[src/rtl/matmul_operand_fetch.sv]
// Operand-fetch stage for the matmul datapath: reads A/B headers and elements from the SRAMs
// and streams {A[i][k], B[k][j]} pairs in row-major result order through a 2-entry buffer.
module matmul_operand_fetch #(
   parameter int unsigned ADDR_WIDTH = 12,
   parameter int unsigned DATA_WIDTH = 32,
   parameter int unsigned DIM_WIDTH  = 16
) (
   input  logic                  clk,
   input  logic                  reset_n,
   input  logic                  fetch_valid,
   output logic                  fetch_ready,
   output logic [ADDR_WIDTH-1:0] input_read_address,
   input  logic [DATA_WIDTH-1:0] input_read_data,
   output logic [ADDR_WIDTH-1:0] weight_read_address,
   input  logic [DATA_WIDTH-1:0] weight_read_data,
   output logic                  op_valid,
   input  logic                  op_ready,
   output logic [DATA_WIDTH-1:0] op_a,
   output logic [DATA_WIDTH-1:0] op_b,
   output logic                  op_last,
   output logic                  op_first,
   output logic [DIM_WIDTH-1:0]  res_rows,
   output logic [DIM_WIDTH-1:0]  res_cols,
   output logic                  dim_err
);

   typedef enum logic [2:0] {StIdle, StHdr, StHdrWait, StStream, StDrain, StDone} state_t;

   typedef struct packed {
      logic [DATA_WIDTH-1:0] a;
      logic [DATA_WIDTH-1:0] b;
      logic                  first;
      logic                  last;
   } pair_t;

   state_t state_q, state_d;

   logic [DIM_WIDTH-1:0]  m_q, k_q, n_q, i_q, j_q, kc_q;
   logic [ADDR_WIDTH-1:0] a_ptr_q, a_base_q, b_ptr_q, b_col_q, a_last_q, b_last_q;
   logic                  dim_err_q;
   logic                  infl_q, infl_first_q, infl_last_q;
   pair_t [1:0]           mem_q;
   logic                  wr_q, rd_q;
   logic [1:0]            cnt_q;

   logic [DIM_WIDTH-1:0]  hdr_a_rows, hdr_a_cols, hdr_b_rows, hdr_b_cols;
   logic [ADDR_WIDTH-1:0] k_ext, n_ext;
   logic                  hdr_bad, hdr_zero;
   logic                  k_end, j_end, i_end, issue, pop, fifo_pop, push, start;
   pair_t                 arr, head;

   assign hdr_a_rows = input_read_data[2*DIM_WIDTH-1:DIM_WIDTH];
   assign hdr_a_cols = input_read_data[DIM_WIDTH-1:0];
   assign hdr_b_rows = weight_read_data[2*DIM_WIDTH-1:DIM_WIDTH];
   assign hdr_b_cols = weight_read_data[DIM_WIDTH-1:0];
   assign hdr_bad    = hdr_a_cols != hdr_b_rows;
   assign hdr_zero   = (hdr_a_rows == '0) || (hdr_a_cols == '0) || (hdr_b_cols == '0);

   assign k_ext = ADDR_WIDTH'(k_q);
   assign n_ext = ADDR_WIDTH'(n_q);
   assign k_end = kc_q == k_q - 1'b1;
   assign j_end = j_q == n_q - 1'b1;
   assign i_end = i_q == m_q - 1'b1;

   // The arriving SRAM word bypasses the buffer when it is empty, hiding the read latency.
   assign arr      = '{a: input_read_data, b: weight_read_data,
                       first: infl_first_q, last: infl_last_q};
   assign head     = (cnt_q != 2'd0) ? mem_q[rd_q] : arr;
   assign op_valid = (cnt_q != 2'd0) || infl_q;
   assign pop      = op_valid && op_ready;
   assign fifo_pop = pop && (cnt_q != 2'd0);
   assign push     = infl_q && !((cnt_q == 2'd0) && pop);
   assign issue    = (state_q == StStream) &&
                     (({1'b0, cnt_q} + {2'b0, infl_q} - {2'b0, pop}) < 3'd2);
   assign start    = (state_q == StIdle) && fetch_valid;

   assign op_a     = op_valid ? head.a : '0;
   assign op_b     = op_valid ? head.b : '0;
   assign op_first = op_valid && head.first;
   assign op_last  = op_valid && head.last;

   assign fetch_ready = state_q == StIdle;
   assign res_rows    = m_q;
   assign res_cols    = n_q;
   assign dim_err     = dim_err_q;

   always_comb begin
      input_read_address  = a_last_q;
      weight_read_address = b_last_q;
      if (state_q == StHdr) begin
         input_read_address  = '0;
         weight_read_address = '0;
      end else if (issue) begin
         input_read_address  = a_ptr_q;
         weight_read_address = b_ptr_q;
      end
   end

   always_comb begin
      state_d = state_q;
      unique case (state_q)
         StIdle:    if (fetch_valid) state_d = StHdr;
         StHdr:     state_d = StHdrWait;
         StHdrWait: state_d = (hdr_bad || hdr_zero) ? StDone : StStream;
         StStream:  if (issue && k_end && j_end && i_end) state_d = StDrain;
         StDrain:   if ((cnt_q == 2'd0) && !infl_q) state_d = StDone;
         StDone:    state_d = StIdle;
         default:   state_d = StIdle;
      endcase
   end

   always_ff @(posedge clk or negedge reset_n) begin
      if (!reset_n) state_q <= StIdle;
      else          state_q <= state_d;
   end

   always_ff @(posedge clk or negedge reset_n) begin
      if (!reset_n) begin
         m_q <= '0; k_q <= '0; n_q <= '0; i_q <= '0; j_q <= '0; kc_q <= '0;
         a_ptr_q <= '0; a_base_q <= '0; b_ptr_q <= '0; b_col_q <= '0;
         a_last_q <= '0; b_last_q <= '0;
         dim_err_q <= 1'b0;
      end else begin
         if (start) dim_err_q <= 1'b0;
         if (state_q == StHdr) begin
            a_last_q <= '0;
            b_last_q <= '0;
         end
         if (state_q == StHdrWait) begin
            m_q       <= hdr_a_rows;
            k_q       <= hdr_a_cols;
            n_q       <= hdr_b_cols;
            dim_err_q <= hdr_bad;
            i_q <= '0; j_q <= '0; kc_q <= '0;
            a_ptr_q <= ADDR_WIDTH'(1); a_base_q <= ADDR_WIDTH'(1);
            b_ptr_q <= ADDR_WIDTH'(1); b_col_q  <= ADDR_WIDTH'(1);
         end
         if (issue) begin
            a_last_q <= a_ptr_q;
            b_last_q <= b_ptr_q;
            if (!k_end) begin
               kc_q    <= kc_q + 1'b1;
               a_ptr_q <= a_ptr_q + 1'b1;
               b_ptr_q <= b_ptr_q + n_ext;
            end else if (!j_end) begin
               kc_q    <= '0;
               j_q     <= j_q + 1'b1;
               a_ptr_q <= a_base_q;
               b_ptr_q <= b_col_q + 1'b1;
               b_col_q <= b_col_q + 1'b1;
            end else begin
               kc_q     <= '0;
               j_q      <= '0;
               i_q      <= i_q + 1'b1;
               a_base_q <= a_base_q + k_ext;
               a_ptr_q  <= a_base_q + k_ext;
               b_ptr_q  <= ADDR_WIDTH'(1);
               b_col_q  <= ADDR_WIDTH'(1);
            end
         end
      end
   end

   always_ff @(posedge clk or negedge reset_n) begin
      if (!reset_n) begin
         infl_q <= 1'b0; infl_first_q <= 1'b0; infl_last_q <= 1'b0;
         mem_q <= '0; wr_q <= 1'b0; rd_q <= 1'b0; cnt_q <= 2'd0;
      end else begin
         infl_q       <= issue;
         infl_first_q <= issue && (kc_q == '0);
         infl_last_q  <= issue && k_end;
         if (push) begin
            mem_q[wr_q] <= arr;
            wr_q        <= ~wr_q;
         end
         if (fifo_pop) rd_q <= ~rd_q;
         cnt_q <= cnt_q + 2'(push) - 2'(fifo_pop);
      end
   end

endmodule

[config.mk]
export PLATFORM = sky130hd
export DESIGN_NAME = matmul_operand_fetch
export DESIGN_NICKNAME = d
export VERILOG_FILES = /design/src/rtl/matmul_operand_fetch.sv
export SDC_FILE = /design/constraint.sdc
export NUM_CORES = 1
export LEC_CHECK = 0
export CAP_MARGIN = 20
export CORE_UTILIZATION = 53
export CTS_BUF_LIST = sky130_fd_sc_hd__clkbuf_4
export DETAILED_ROUTE_END_ITERATION = 16
export PLACE_DENSITY = 0.79
export SKIP_CTS_REPAIR_TIMING = 1
export SYNTH_ARGS = -nofsm -noshare
export SYNTH_HDL_FRONTEND = slang
export SYNTH_SLANG_ARGS = --single-unit
[constraint.sdc]
create_clock -name clk -period 5.57 [get_ports clk]
set_input_delay 1.671 -clock clk [delete_from_list [all_inputs] [get_ports clk]]
set_output_delay 1.671 -clock clk [all_outputs]
set_load 0.01 [all_outputs]
== Word-level counts from Yosys, hierarchy flattened ==
Index checks and enable logic that the tools add are counted.
Operators by class
  $add $sub $neg: 14
  multipliers: 0
  divide/modulo/power cells: 0
  $lt $le $gt $ge: 4
  eq/ne operators: 11
  shifts and indexed selects: 0
  muxes and demuxes: 47
  bitwise logic cells: 2
  reduce and logical (&&, ||, !) cells: 31
Operators by type and width (count)
  $mux 66: 4
  $mux 12: 21
  $mux 16: 11
  $bwmux 132: 1
  $demux 66 s1: 1
  $logic_not 16->1: 4
  $mux 32: 2
  $add 16x1->16 const B: 3
  $eq 16x16->1: 3
  $sub 16x1->16 const B: 3
  $add 12x1->12 const B: 2
  $add 12x12->12: 2
  $ne 16x16->1: 1
  $pmux 3 s5: 1
  $logic_and 1x1->1: 14
  $mux 3: 4
  $reduce_bool 2->1: 4
  $eq 3x2->1 const B: 2
  $logic_or 1x1->1: 4
  $lt 1x2->1 const B: 2
  $ne 2x2->1 const B: 2
  $add 2x1->3: 1
  $eq 3x1->1 const B: 1
  $eq 3x3->1 const B: 1
  12 further kinds: 15
Storage, ports and cells
  register bits after elaboration: 311
  latch bits: 0
  bits in writable memories: 0
  memory bits (read-only): 0
  bits of input ports: 68
  output and inout port bits: 125
  logic and storage cells: 137
  memories: 0

== Logic depth before layout (Yosys ltp) ==
Gate-level depths: netlist of the first run.
  word-level depth: 11
  depth in mapped cells: 15
  gate-level depth less buffers: 12

== Least setup slack after synthesis of the first run ==
OpenSTA, ideal clock, no wires.
  path kind: input -> output
  from: input op_ready
  to: output input_read_address[0]
  arrival: 4.220 ns
  slack: -0.321 ns
  cell stages on the path: 10
  buffers on the path: 3
  path through: and2_1 > ha_1 > nor2b_1 > fa_1 > or4_1 > clkbuf_1 > clkinv_1 > clkbuf_1 > buf_1 > a22o_1
On the way
  longest elaborated chain between the ends: 6
RTL lines
  start: declaration: line 17  | input logic op_ready,
  $logic_and 1x1->1: line 70  | assign pop = op_valid && op_ready;
  $sub 3x1->3: line 74  | (({1'b0, cnt_q} + {2'b0, infl_q} - {2'b0, pop}) < 3'd2);
  $lt 3x2->1: line 74
  $logic_and 1x1->1: line 73  | assign issue = (state_q == StStream) &&
  $mux 12: line 93  | end else if (issue) begin
  $mux 12: line 90  | if (state_q == StHdr) begin
  end: declaration: line 12  | output logic [ADDR_WIDTH-1:0] input_read_address,
Every way passes these cells.

== Worst setup path after layout of the first run ==
  from: input op_ready
  to: output input_read_address[2]
The elaborated chain is that of the path after synthesis.

==> metrics.csv, run 1 <==
metric;value;unit
Slew @ Worst Pin;1.16;ns
dpl cell area;20500;um2
final setup vio count;10;
Area growth syn-to-layout;20.4;%
vias;15600;
fmax;178;MHz
Final WS setup;-0.0438;ns
worst-path maximum fanout;7;
final clock skew;0.0493;ns
YS warnings;0;
mean routed wirelength per cell;19.3;um
Die Wd;186;um
Power per Cell Area;484;nW/um2
core area;33400;um2
Power, Total;0.0105;W
clock latency on the worst-skew pair;0.75;ns
EDFF count, synth;0;
largest net degree at the start of global routing;139;
clock root buffer;clkbuf_4;
minimum period implied by the final worst setup slack;5.61;ns
antenna violations before repair;1;
Post-synth ARST share;100;%
Final HPWL DP;33700;um
Post-route DRC;0;
Crit-path slowest cell;or4_4;
layer with the highest usage;met2;
H-tree depth;3;
ANT nets after route;0;
R2R cell count;10;
# rows;67;
Die H;186;um
post-synthesis sequential area ratio;43.4;%
Hold Fails Final Rpt;0;
startpoint class of the critical path;input port;
Leakage;9.69;nW
vias in the first global route;15100;
GR met2 Demand/Resource;45.0;%
Synth Flop Type;dfrtp_1;
total track usage;28.9;%
R2R setup slack;1.31;ns
Post-Route WL;49900;um
grt total ovfl;0;
first-pass GRT wire length;79200;um
Critical Path, Cell by Cell;buf_6, and2_4, ha_4, nor2b_4, fa_1, or4_4, inv_6, nor2_4, clkbuf_16, a22o_1, buf_2;
Mapped Cells;1860;
TritonCTS clock tree;done;
port buffer count;192;
RSZ-0062 raised after global routing;true;
vias per inst;6.04;
syn nets;1965;
RR Startpoint;k_q[0]$_DFFE_PN0P_;
CTS sink count;311;
GRT met1 Usage;39.9;%
required time of the worst setup path;3.90;ns
Final Max Tran Viols;0;
failing checks;setup timing;
met3 usage;6.48;%
Synth Cell Area;17900;um2
Crit Reg-Reg Endpoint;kc_q[12]$_DFFE_PN0P_;
slowest cell delay on critical path;0.53;ns
DRC violation total after the first TritonRoute iteration;1305;
clk slew on worst S/H paths;0.06;ns
maximum clock insertion buffer count;3;
share of cells above drive strength 1;17.4;%
max_cap viols;0;
Final period util;101;%
Setup crit end kind;output port;
CTS buffer count;86;
I/O pin cnt;193;
Arrival @ worst endpoint;3.94;ns
Max IR drop VDD;0.311;mV
Worst setup startpoint;op_ready;
WS Path Type;input port to output port;
status;complete, but fails checks;
synthesized area per cell;9.65;um2
FF+latch count, synth;311;
Worst Setup EP;input_read_address[2];
Nets;2188;
Initial DRT Pass Iterations;5;
Initial Utilization;53.7;%
routability cong.;0.913;
hold crit path type;register to register;
Final Cell Area;21600;um2
Die ar.;34600;um2
Max-Slew Margin vs Limit;23.0;%
library cells used by synthesis;70;
==> layer usage <==
layer  routed length (um)  up-vias  share of wire, %
met5                    0        -                 0
met4                 1190        0               2.4
met3                 3630      105               7.3
met2                23300      602                47
met1                21800     7657                44
li1                     -     7238                 -
==> state kept, by name, summed over array words and instances (netlist names), 16 cells and up <==
register	flops
res_rows	16
kc_q	16
mem_q	132
k_q	16
i_q	16
j_q	16
res_cols	16
==> synth_stat cells, types with 4 or more instances <==
| cell | instances | share of area (%) |
|---|---|---|
| xnor2_1 | 76 | 3.7 |
| or3_1 | 13 | 0.45 |
| nor2b_1 | 20 | 0.70 |
| and2_1 | 5 | 0.17 |
| a21boi_0 | 7 | 0.29 |
| a22oi_1 | 26 | 1.1 |
| inv_1 | 59 | 1.2 |
| mux2i_1 | 88 | 4.9 |
| mux2_2 | 133 | 8.3 |
| o211a_1 | 4 | 0.22 |
| o211ai_1 | 22 | 0.92 |
| o2111ai_1 | 4 | 0.20 |
| a211oi_1 | 4 | 0.17 |
| ha_1 | 34 | 2.4 |
| a21oi_1 | 33 | 0.92 |
| and3_1 | 33 | 1.2 |
| a21o_1 | 7 | 0.29 |
| a22o_1 | 57 | 2.8 |
| and4_1 | 8 | 0.39 |
| nor4_1 | 41 | 1.4 |
| clkbuf_1 | 94 | 2.0 |
| o31ai_1 | 6 | 0.25 |
| nand2b_1 | 8 | 0.28 |
| a211o_1 | 6 | 0.29 |
| a2111oi_0 | 4 | 0.20 |
| nand3b_1 | 6 | 0.25 |
| o21ai_1 | 18 | 0.50 |
| buf_2 | 8 | 0.22 |
| o21ai_0 | 153 | 4.3 |
| xor2_1 | 41 | 2.0 |
| or4_1 | 4 | 0.17 |
| nor2_1 | 45 | 0.94 |
| nand3_1 | 132 | 3.7 |
| nand4_1 | 17 | 0.59 |
| a31oi_1 | 8 | 0.28 |
| o2bb2ai_1 | 5 | 0.24 |
| nor3_1 | 46 | 1.3 |
| nor3b_1 | 4 | 0.17 |
| buf_1 | 16 | 0.33 |
| dfrtp_1 | 311 | 43 |
| nand2_1 | 203 | 4.2 |
==> through the flow <==
stage	TNS [ns]	utilization, %	setup WS (ns)	instances	hold WS (ns)
5_1_grt	-1.04	64.6	-0.0843	2584	0.509
3_3_place_gp	-28.01	61.2	-1.20	2431	0.458
6_report	-0.189	64.6	-0.0438	2584	0.486
2_1_floorplan	0	-	0.00770	1860	0.439
4_1_cts	-29.57	64.3	-1.31	2571	0.481
3_5_place_dp	-29.43	61.2	-1.30	2431	0.468
==> layout make-up <==
cell class,count,area [um2]
tap,448,561
sequential,311,7790
timing repair buffer,256,2450
fill,2657,11800
inverter,60,230
multi-input combinational,1368,9540
antenna,1,2.50
clock buffer,120,901
clock inverter,20,129
==> critical path: cells and delay by family <==
kind	cells	cell delay, ns
buffers and inverters	4	0.55
AO/OA/AOI/OAI	1	0.20
adder cells (fa/ha/maj)	2	0.66
AND/OR/NAND/NOR	4	0.86
==> cell families (layout without fill, tap and decap cells) <==
family | count (synthesis) | in the layout | synth area share, %
fa+ha+maj | 38 | 38 | 2.76
compound gates | 388 | 388 | 14.2
buf+inv | 181 | 456 | 3.89
other cells | 0 | 1 | 0
mux | 221 | 221 | 13.3
flops | 311 | 311 | 43.4
xor+xnor | 117 | 117 | 5.71
simple gates | 604 | 604 | 16.9
==> worst min path at each step <==
stage                                         end  slack [ns]               startpoint  depth (start not counted)
after floorplan           a_last_q[7]$_DFFE_PN0P_        0.44  a_last_q[7]$_DFFE_PN0P_                          2
after global placement    a_last_q[7]$_DFFE_PN0P_        0.46  a_last_q[7]$_DFFE_PN0P_                          2
after detailed placement  a_last_q[7]$_DFFE_PN0P_        0.47  a_last_q[7]$_DFFE_PN0P_                          2
after CTS                 a_last_q[7]$_DFFE_PN0P_        0.48  a_last_q[7]$_DFFE_PN0P_                          2
after global routing      a_last_q[7]$_DFFE_PN0P_        0.51  a_last_q[7]$_DFFE_PN0P_                          2
final                     a_last_q[7]$_DFFE_PN0P_        0.49  a_last_q[7]$_DFFE_PN0P_                          2
==> power breakdown <==
part,leakage (nW),switching [W],internal [W]
registers,4.11,0.000746,0.00289
clock network,0.616,0.000962,0.00107
logic,4.96,0.00246,0.00233
total,9.69,0.00417,0.00629
==> layout by cell type, fill, tap and decap left out, types with 33 or more instances in the layout <==
| master | count |
|---|---|
| mux2_2 | 133 |
| buf_4 | 53 |
| clkbuf_4 | 121 |
| dfrtp_1 | 309 |
| mux2i_1 | 88 |
| xnor2_1 | 76 |
| xor2_1 | 41 |
| inv_1 | 59 |
| nand2_1 | 201 |
| and3_1 | 33 |
| nor4_1 | 41 |
| nand3_1 | 131 |
| nor3_1 | 45 |
| a22o_1 | 57 |
| clkdlybuf4s50_1 | 166 |
| nor2_1 | 42 |
| ha_1 | 33 |
| o21ai_0 | 152 |
No activity file was read; power rests on OpenSTA's default activity.
==> run 2, diff against run 1 <==
--- a/config.mk
+++ b/config.mk
@@ -5,7 +5,7 @@
 export SDC_FILE = /design/constraint.sdc
 export NUM_CORES = 1
 export LEC_CHECK = 0
-export CAP_MARGIN = 20
+export CAP_MARGIN = 10
 export CORE_UTILIZATION = 53
 export CTS_BUF_LIST = sky130_fd_sc_hd__clkbuf_4
 export DETAILED_ROUTE_END_ITERATION = 16
==> run 2 against run 1 <==
The run now ends clean. Register-to-register slack got worse by 0.03 ns. Via count increased by 0.43%. Largest cell class unchanged. Total power decreased by 0.44%. Cell count decreased by 0.15%. Global-route usage unchanged. Utilization decreased by 0.12 points.
==> metrics.csv, run 2 (synthesis results as in run 1) <==
metric;value;unit;change
status;finished clean;;was complete, but fails checks
minimum period implied by the final worst setup slack;5.51;ns;was 5.61 ns
required time of the worst setup path;3.90;ns;about the same
ANT nets after route;0;;unchanged
Initial Utilization;53.7;%;unchanged
CP bufs+invs;3;;was 4
clock root buffer;clkbuf_4;;unchanged
R2R setup slack;1.28;ns;was 1.31 ns
most flop-heavy register;mem_q;;unchanged
WHS Endpoint;a_last_q[7]$_DFFE_PN0P_;;unchanged
first-pass GRT wire length;79200;um;unchanged
clk slew on worst S/H paths;0.06;ns;about the same
most frequent cells in the layout;dfrtp_1 (309), nand2_1 (199), clkdlybuf4s50_1 (166);;was dfrtp_1 (309), nand2_1 (201), clkdlybuf4s50_1 (166)
Critical Path, Cell by Cell;clkbuf_2, and2_4, ha_4, nor2b_2, fa_1, or4_4, clkinv_8, nor2_4, nand2_2, o21ai_0, dlymetal6s2s_1;;was buf_6, and2_4, ha_4, nor2b_4, fa_1, or4_4, inv_6, nor2_4, clkbuf_16, a22o_1, buf_2
sw frac;40.1;%;was 39.9%
# rows;67;;unchanged
grt total ovfl;0;;unchanged
WS Path Type;input port to output port;;unchanged
total track usage;28.9;%;unchanged
worst-path maximum fanout;8;;was 7
Final Max Tran Viols;0;;unchanged
hold crit path type;register to register;;unchanged
share of cells above drive strength 1;17.1;%;was 17.4%
Final Cell Area;21600;um2;about the same
largest net degree at the start of global routing;139;;unchanged
mean routed wirelength per cell;19.3;um;about the same
max_cap viols;0;;unchanged
final clock skew;0.0508;ns;was 0.0493 ns
Post-Route WL;49900;um;about the same
Power per Cell Area;483;nW/um2;was 484 nW/um2
max reg flops;132;;unchanged
Crit Reg-Reg Endpoint;kc_q[12]$_DFFE_PN0P_;;unchanged
Final WS setup;0.0603;ns;was -0.0438 ns
Post-route DRC;0;;unchanged
startpoint class of the critical path;input port;;unchanged
Top Family by Delay on Critical Path;simple AND/OR/NAND/NOR gates;;unchanged
P_int;0.00624;W;was 0.00629 W
CTS buffer count;86;;unchanged
final setup vio count;0;;was 10
hold wc startpoint;a_last_q[7]$_DFFE_PN0P_;;unchanged
Leakage;9.71;nW;was 9.69 nW
H-tree depth;3;;unchanged
vias per inst;6.07;;was 6.04
dpl cell area;20500;um2;unchanged
Arrival @ worst endpoint;3.84;ns;was 3.94 ns
Final period util;98.9;%;was 101%
R2R cell count;10;;unchanged
port buffer count;192;;unchanged
Die H;186;um;unchanged
Max-Slew Margin vs Limit;25.1;%;was 23.0%
Seq pwr share;34.9;%;was 34.8%
slowest cell delay on critical path;0.55;ns;was 0.53 ns
routability cong.;0.913;;unchanged
Nets;2184;;was 2,188
TritonCTS clock tree;done;;unchanged
Psw;0.00417;W;about the same
Max IR drop VDD;0.311;mV;about the same
Final HPWL DP;33700;um;unchanged
hold depth;2;;unchanged
Area growth syn-to-layout;20.2;%;was 20.4%
Crit-path slowest cell;or4_4;;unchanged
vias;15700;;was 15,600
clock latency on the worst-skew pair;0.75;ns;about the same
RR Startpoint;k_q[0]$_DFFE_PN0P_;;unchanged
antenna violations before repair;1;;unchanged
Die Wd;186;um;unchanged
Slew @ Worst Pin;1.12;ns;was 1.16 ns
core area;33400;um2;unchanged
vias in the first global route;15100;;unchanged
clock power share;19.6;%;was 19.5%
most common cell after layout, fill and taps aside;dfrtp_1;;unchanged
combinational power share;45.5;%;was 45.8%
Hold Fails Final Rpt;0;;unchanged
DRC violation total after the first TritonRoute iteration;1213;;was 1,305
Die ar.;34600;um2;unchanged
Setup crit end kind;output port;;unchanged
maximum clock insertion buffer count;3;;unchanged
pre-CTS setup slack;-1.30;ns;unchanged
I/O pin cnt;193;;unchanged
CTS sink count;311;;unchanged
Initial DRT Pass Iterations;8;;was 5
fmax;181;MHz;was 178 MHz
-- run 2: changes by cell type in the layout (fill, tap and decap cells not counted), moves of 2 or more --
cell and change:
nor2_4 +2, buf_4 -3, buf_2 -5, clkbuf_2 +2, dlymetal6s2s_1 +4, clkbuf_16 -2
nand2_1 -2, nand2_2 +2
-- run 2: worst max path at each step --
stage	cells after the start	start	end
2_1_floorplan	10	op_ready	input_read_address[0]
3_3_place_gp	12	op_ready	weight_read_address[1]
3_5_place_dp	12	op_ready	weight_read_address[1]
4_1_cts	12	op_ready	weight_read_address[1]
5_1_grt	10	op_ready	input_read_address[8]
6_report	11	op_ready	weight_read_address[11]
-- run 2: cell type report --
type,instances,area [um2]
Inverter,60,238
Timing Repair Buffer,250,2380
Clock inverter,20,129
Tap cell,448,561
Clock buffer,120,901
Sequential cell,311,7790
Fill cell,2671,11900
Multi-Input combinational cell,1370,9570
Antenna cell,1,2.50
-- run 2: stage by stage --
stage	utilization, %	setup TNS (ns)	cells	power, W	hold WS [ns]
floorplan	-	0	1860	0.00636	0.439
global placement	61.2	-28.01	2431	0.00810	0.458
detailed placement	61.2	-29.43	2431	0.00827	0.468
CTS	64.3	-29.57	2571	0.0103	0.481
global route	64.5	-0.0350	2580	0.0111	0.510
finish	64.5	0	2580	0.0104	0.494
-- run 2: worst register-to-register path: cells and delay by family (launching register included) --
family | cells | cell delay, ns
buf+inv | 1 | 0.14
simple gates | 4 | 1.85
fa+ha+maj | 1 | 0.23
compound gates | 4 | 1.44
flops | 1 | 0.50
-- run 2: power groups by stage --
stage          Clock [W]  Sequential (W)  Combinational (W)
6_report         0.00204         0.00364            0.00474
5_1_grt          0.00220         0.00372            0.00517
4_1_cts          0.00208         0.00362            0.00463
3_5_place_dp           0         0.00366            0.00461
3_3_place_gp           0         0.00361            0.00448
2_1_floorplan          0         0.00337            0.00299
-- run 2: metal layers --
metal / global-route usage, % / up-vias / part of all wire [%]
li1: - / 7238 / -
met1: 39.9 / 7714 / 44
met2: 45.0 / 614 / 47
met3: 6.48 / 103 / 7.1
met4: 9.44 / 0 / 2.3
met5: 0 / - / 0
==> run 3, diff against run 2 <==
==> constraint.sdc (replaced) <==
create_clock -name clk -period 5.57 [get_ports clk]
set_input_delay 1.671 -clock clk [delete_from_list [all_inputs] [get_ports clk]]
set_output_delay 1.671 -clock clk [all_outputs]
set_load 0.05 [all_outputs]
==> run 3 against run 2 <==
The run now ends with setup timing left. Via count decreased by 0.23%. Global-route usage fell by 0.13 points. Utilization rose by 2.0 points. Total power is 13% higher. Cell count is 0.97% higher. Sequential share of layout area fell by 1.1 points. Fmax shrank 2.8%. Worst setup slack got worse by 0.16 ns. Critical path type unchanged.
==> metrics.csv, run 3 (synthesis results as in run 1) <==
metric;value;unit;change
startpoint class of the critical path;input port;;unchanged
RR Startpoint;k_q[0]$_DFFE_PN0P_;;unchanged
max_cap viols;0;;unchanged
storage element area;7790;um2;unchanged
Initial DRT Pass Iterations;6;;was 8
clock latency on the worst-skew pair;0.78;ns;was 0.75 ns
hold wc startpoint;mem_q[29]$_DFFE_PN0P_;;was a_last_q[7]$_DFFE_PN0P_
Max IR drop VDD;0.500;mV;was 0.311 mV
Worst setup startpoint;op_ready;;unchanged
vias;15600;;was 15,700
RSZ-0062 raised after global routing;true;;
routability cong.;0.936;;was 0.913
required time of the worst setup path;3.90;ns;about the same
Hold Fails Final Rpt;0;;unchanged
ANT nets after route;0;;unchanged
DRC violation total after the first TritonRoute iteration;1074;;was 1,213
final clock skew;0.0590;ns;was 0.0508 ns
max reg flops;132;;unchanged
Leakage;9.93;nW;was 9.71 nW
Initial Utilization;53.7;%;unchanged
CTS buffer count;85;;was 86
status;complete, but fails checks;;was finished clean
area of the multi-input gates;9790;um2;was 9570 um2
Final HPWL DP;34000;um;was 33,700 um
I/O pin cnt;193;;unchanged
Final period util;102;%;was 98.9%
most frequent cells in the layout;dfrtp_1 (309), nand2_1 (199), clkdlybuf4s50_1 (161);;was dfrtp_1 (309), nand2_1 (199), clkdlybuf4s50_1 (166)
Area growth syn-to-layout;23.8;%;was 20.2%
vias in the first global route;15200;;was 15,100
fmax;176;MHz;was 181 MHz
antenna violations before repair;1;;unchanged
Post-Route WL;50000;um;was 49,900 um
Power, Total;0.0118;W;was 0.0104 W
mean routed wirelength per cell;19.2;um;was 19.3 um
first-pass GRT wire length;78600;um;was 79,200 um
maximum clock insertion buffer count;3;;unchanged
worst-path maximum fanout;8;;unchanged
vias per inst;6.00;;was 6.07
hold slack;0.505;ns;was 0.494 ns
Final Max Tran Viols;0;;unchanged
pre-CTS setup slack;-0.866;ns;was -1.30 ns
share of cells above drive strength 1;19.2;%;was 17.1%
failing checks;setup timing;;
H-tree depth;3;;unchanged
grt total ovfl;0;;unchanged
port buffer count;192;;unchanged
FILL cells;2512;;was 2,671
clk slew on worst S/H paths;0.06;ns;about the same
largest net degree at the start of global routing;108;;was 139
Arrival @ worst endpoint;4.00;ns;was 3.84 ns
Die ar.;34600;um2;unchanged
core area;33400;um2;unchanged
# rows;67;;unchanged
Post-route DRC;0;;unchanged
total track usage;28.8;%;was 28.9%
TritonCTS clock tree;done;;unchanged
most common cell after layout, fill and taps aside;dfrtp_1;;unchanged
Max-Slew Margin vs Limit;25.7;%;was 25.1%
Die Wd;186;um;unchanged
Final WS setup;-0.0982;ns;was 0.0603 ns
Setup crit end kind;output port;;unchanged
WS Path Type;input port to output port;;unchanged
Power per Cell Area;530;nW/um2;was 483 nW/um2
hold crit path type;register to register;;unchanged
Nets;2195;;was 2,184
minimum period implied by the final worst setup slack;5.67;ns;was 5.51 ns
most flop-heavy register;mem_q;;unchanged
clock root buffer;clkbuf_4;;unchanged
Slew @ Worst Pin;1.10;ns;was 1.12 ns
CTS sink count;311;;unchanged
final setup vio count;21;;was 0
Die H;186;um;unchanged
==> run 3: worst max-delay path, stage by stage <==
cell and delay [ns]:
buf_6 0.10, and2_4 0.15, ha_4 0.25, nor2b_2 0.04, fa_2 0.35, xnor2_2 0.14
or4_4 0.58, clkinv_8 0.10, buf_4 0.15, clkbuf_16 0.17, a22o_4 0.16, buf_12 0.13
==> run 3: path summary, 6_finish.rpt <==
check | end | slack, ns | cells past startpoint
min reg2reg | mem_q[29]$_DFFE_PN0P_ | 0.51 | 1
min | mem_q[29]$_DFFE_PN0P_ | 0.51 | 1
max reg2reg | a_ptr_q[3]$_DFFE_PN0P_ | 1.15 | 11
max in group asynchronous | mem_q[126]$_DFFE_PN0P_ | 3.62 | 2
max | input_read_address[0] | -0.1 | 12
min in group asynchronous | b_last_q[6]$_DFFE_PN0P_ | 0.96 | 1
==> run 3: metrics by stage <==
step	instance area, um2	util (%)	cells	setup TNS (ns)
5_1_grt	22200	66.5	2605	-2.75
3_5_place_dp	21000	62.8	2437	-17.38
6_report	22200	66.5	2605	-1.64
3_3_place_gp	21000	62.8	2437	-16.44
2_1_floorplan	18200	-	1860	-0.0342
4_1_cts	22000	65.8	2590	-17.49
==> run 3: routing by layer <==
layer	track usage, %	vias to the layer above	wire, um
li1	-	7262	-
met1	38.9	7694	21500
met2	44.4	568	23300
met3	7.22	109	3890
met4	11.0	0	1290
met5	0	-	0
==> run 3: power by group <==
part           internal [W]  switching (W)
logic               0.00238        0.00379
clock network      0.000971        0.00100
registers           0.00289       0.000736
total               0.00624        0.00553
==> run 3: cell type report <==
class                   count  share of cell area [%]
multi-input cells        1370                    44.1
flip-flops and latches    311                    35.0
repair buffers            262                    12.7
clock buffers             116                    3.92
well taps                 448                    2.52
inverters                  60                    1.07
clock inverters            37                   0.670
diodes                      1                  0.0113
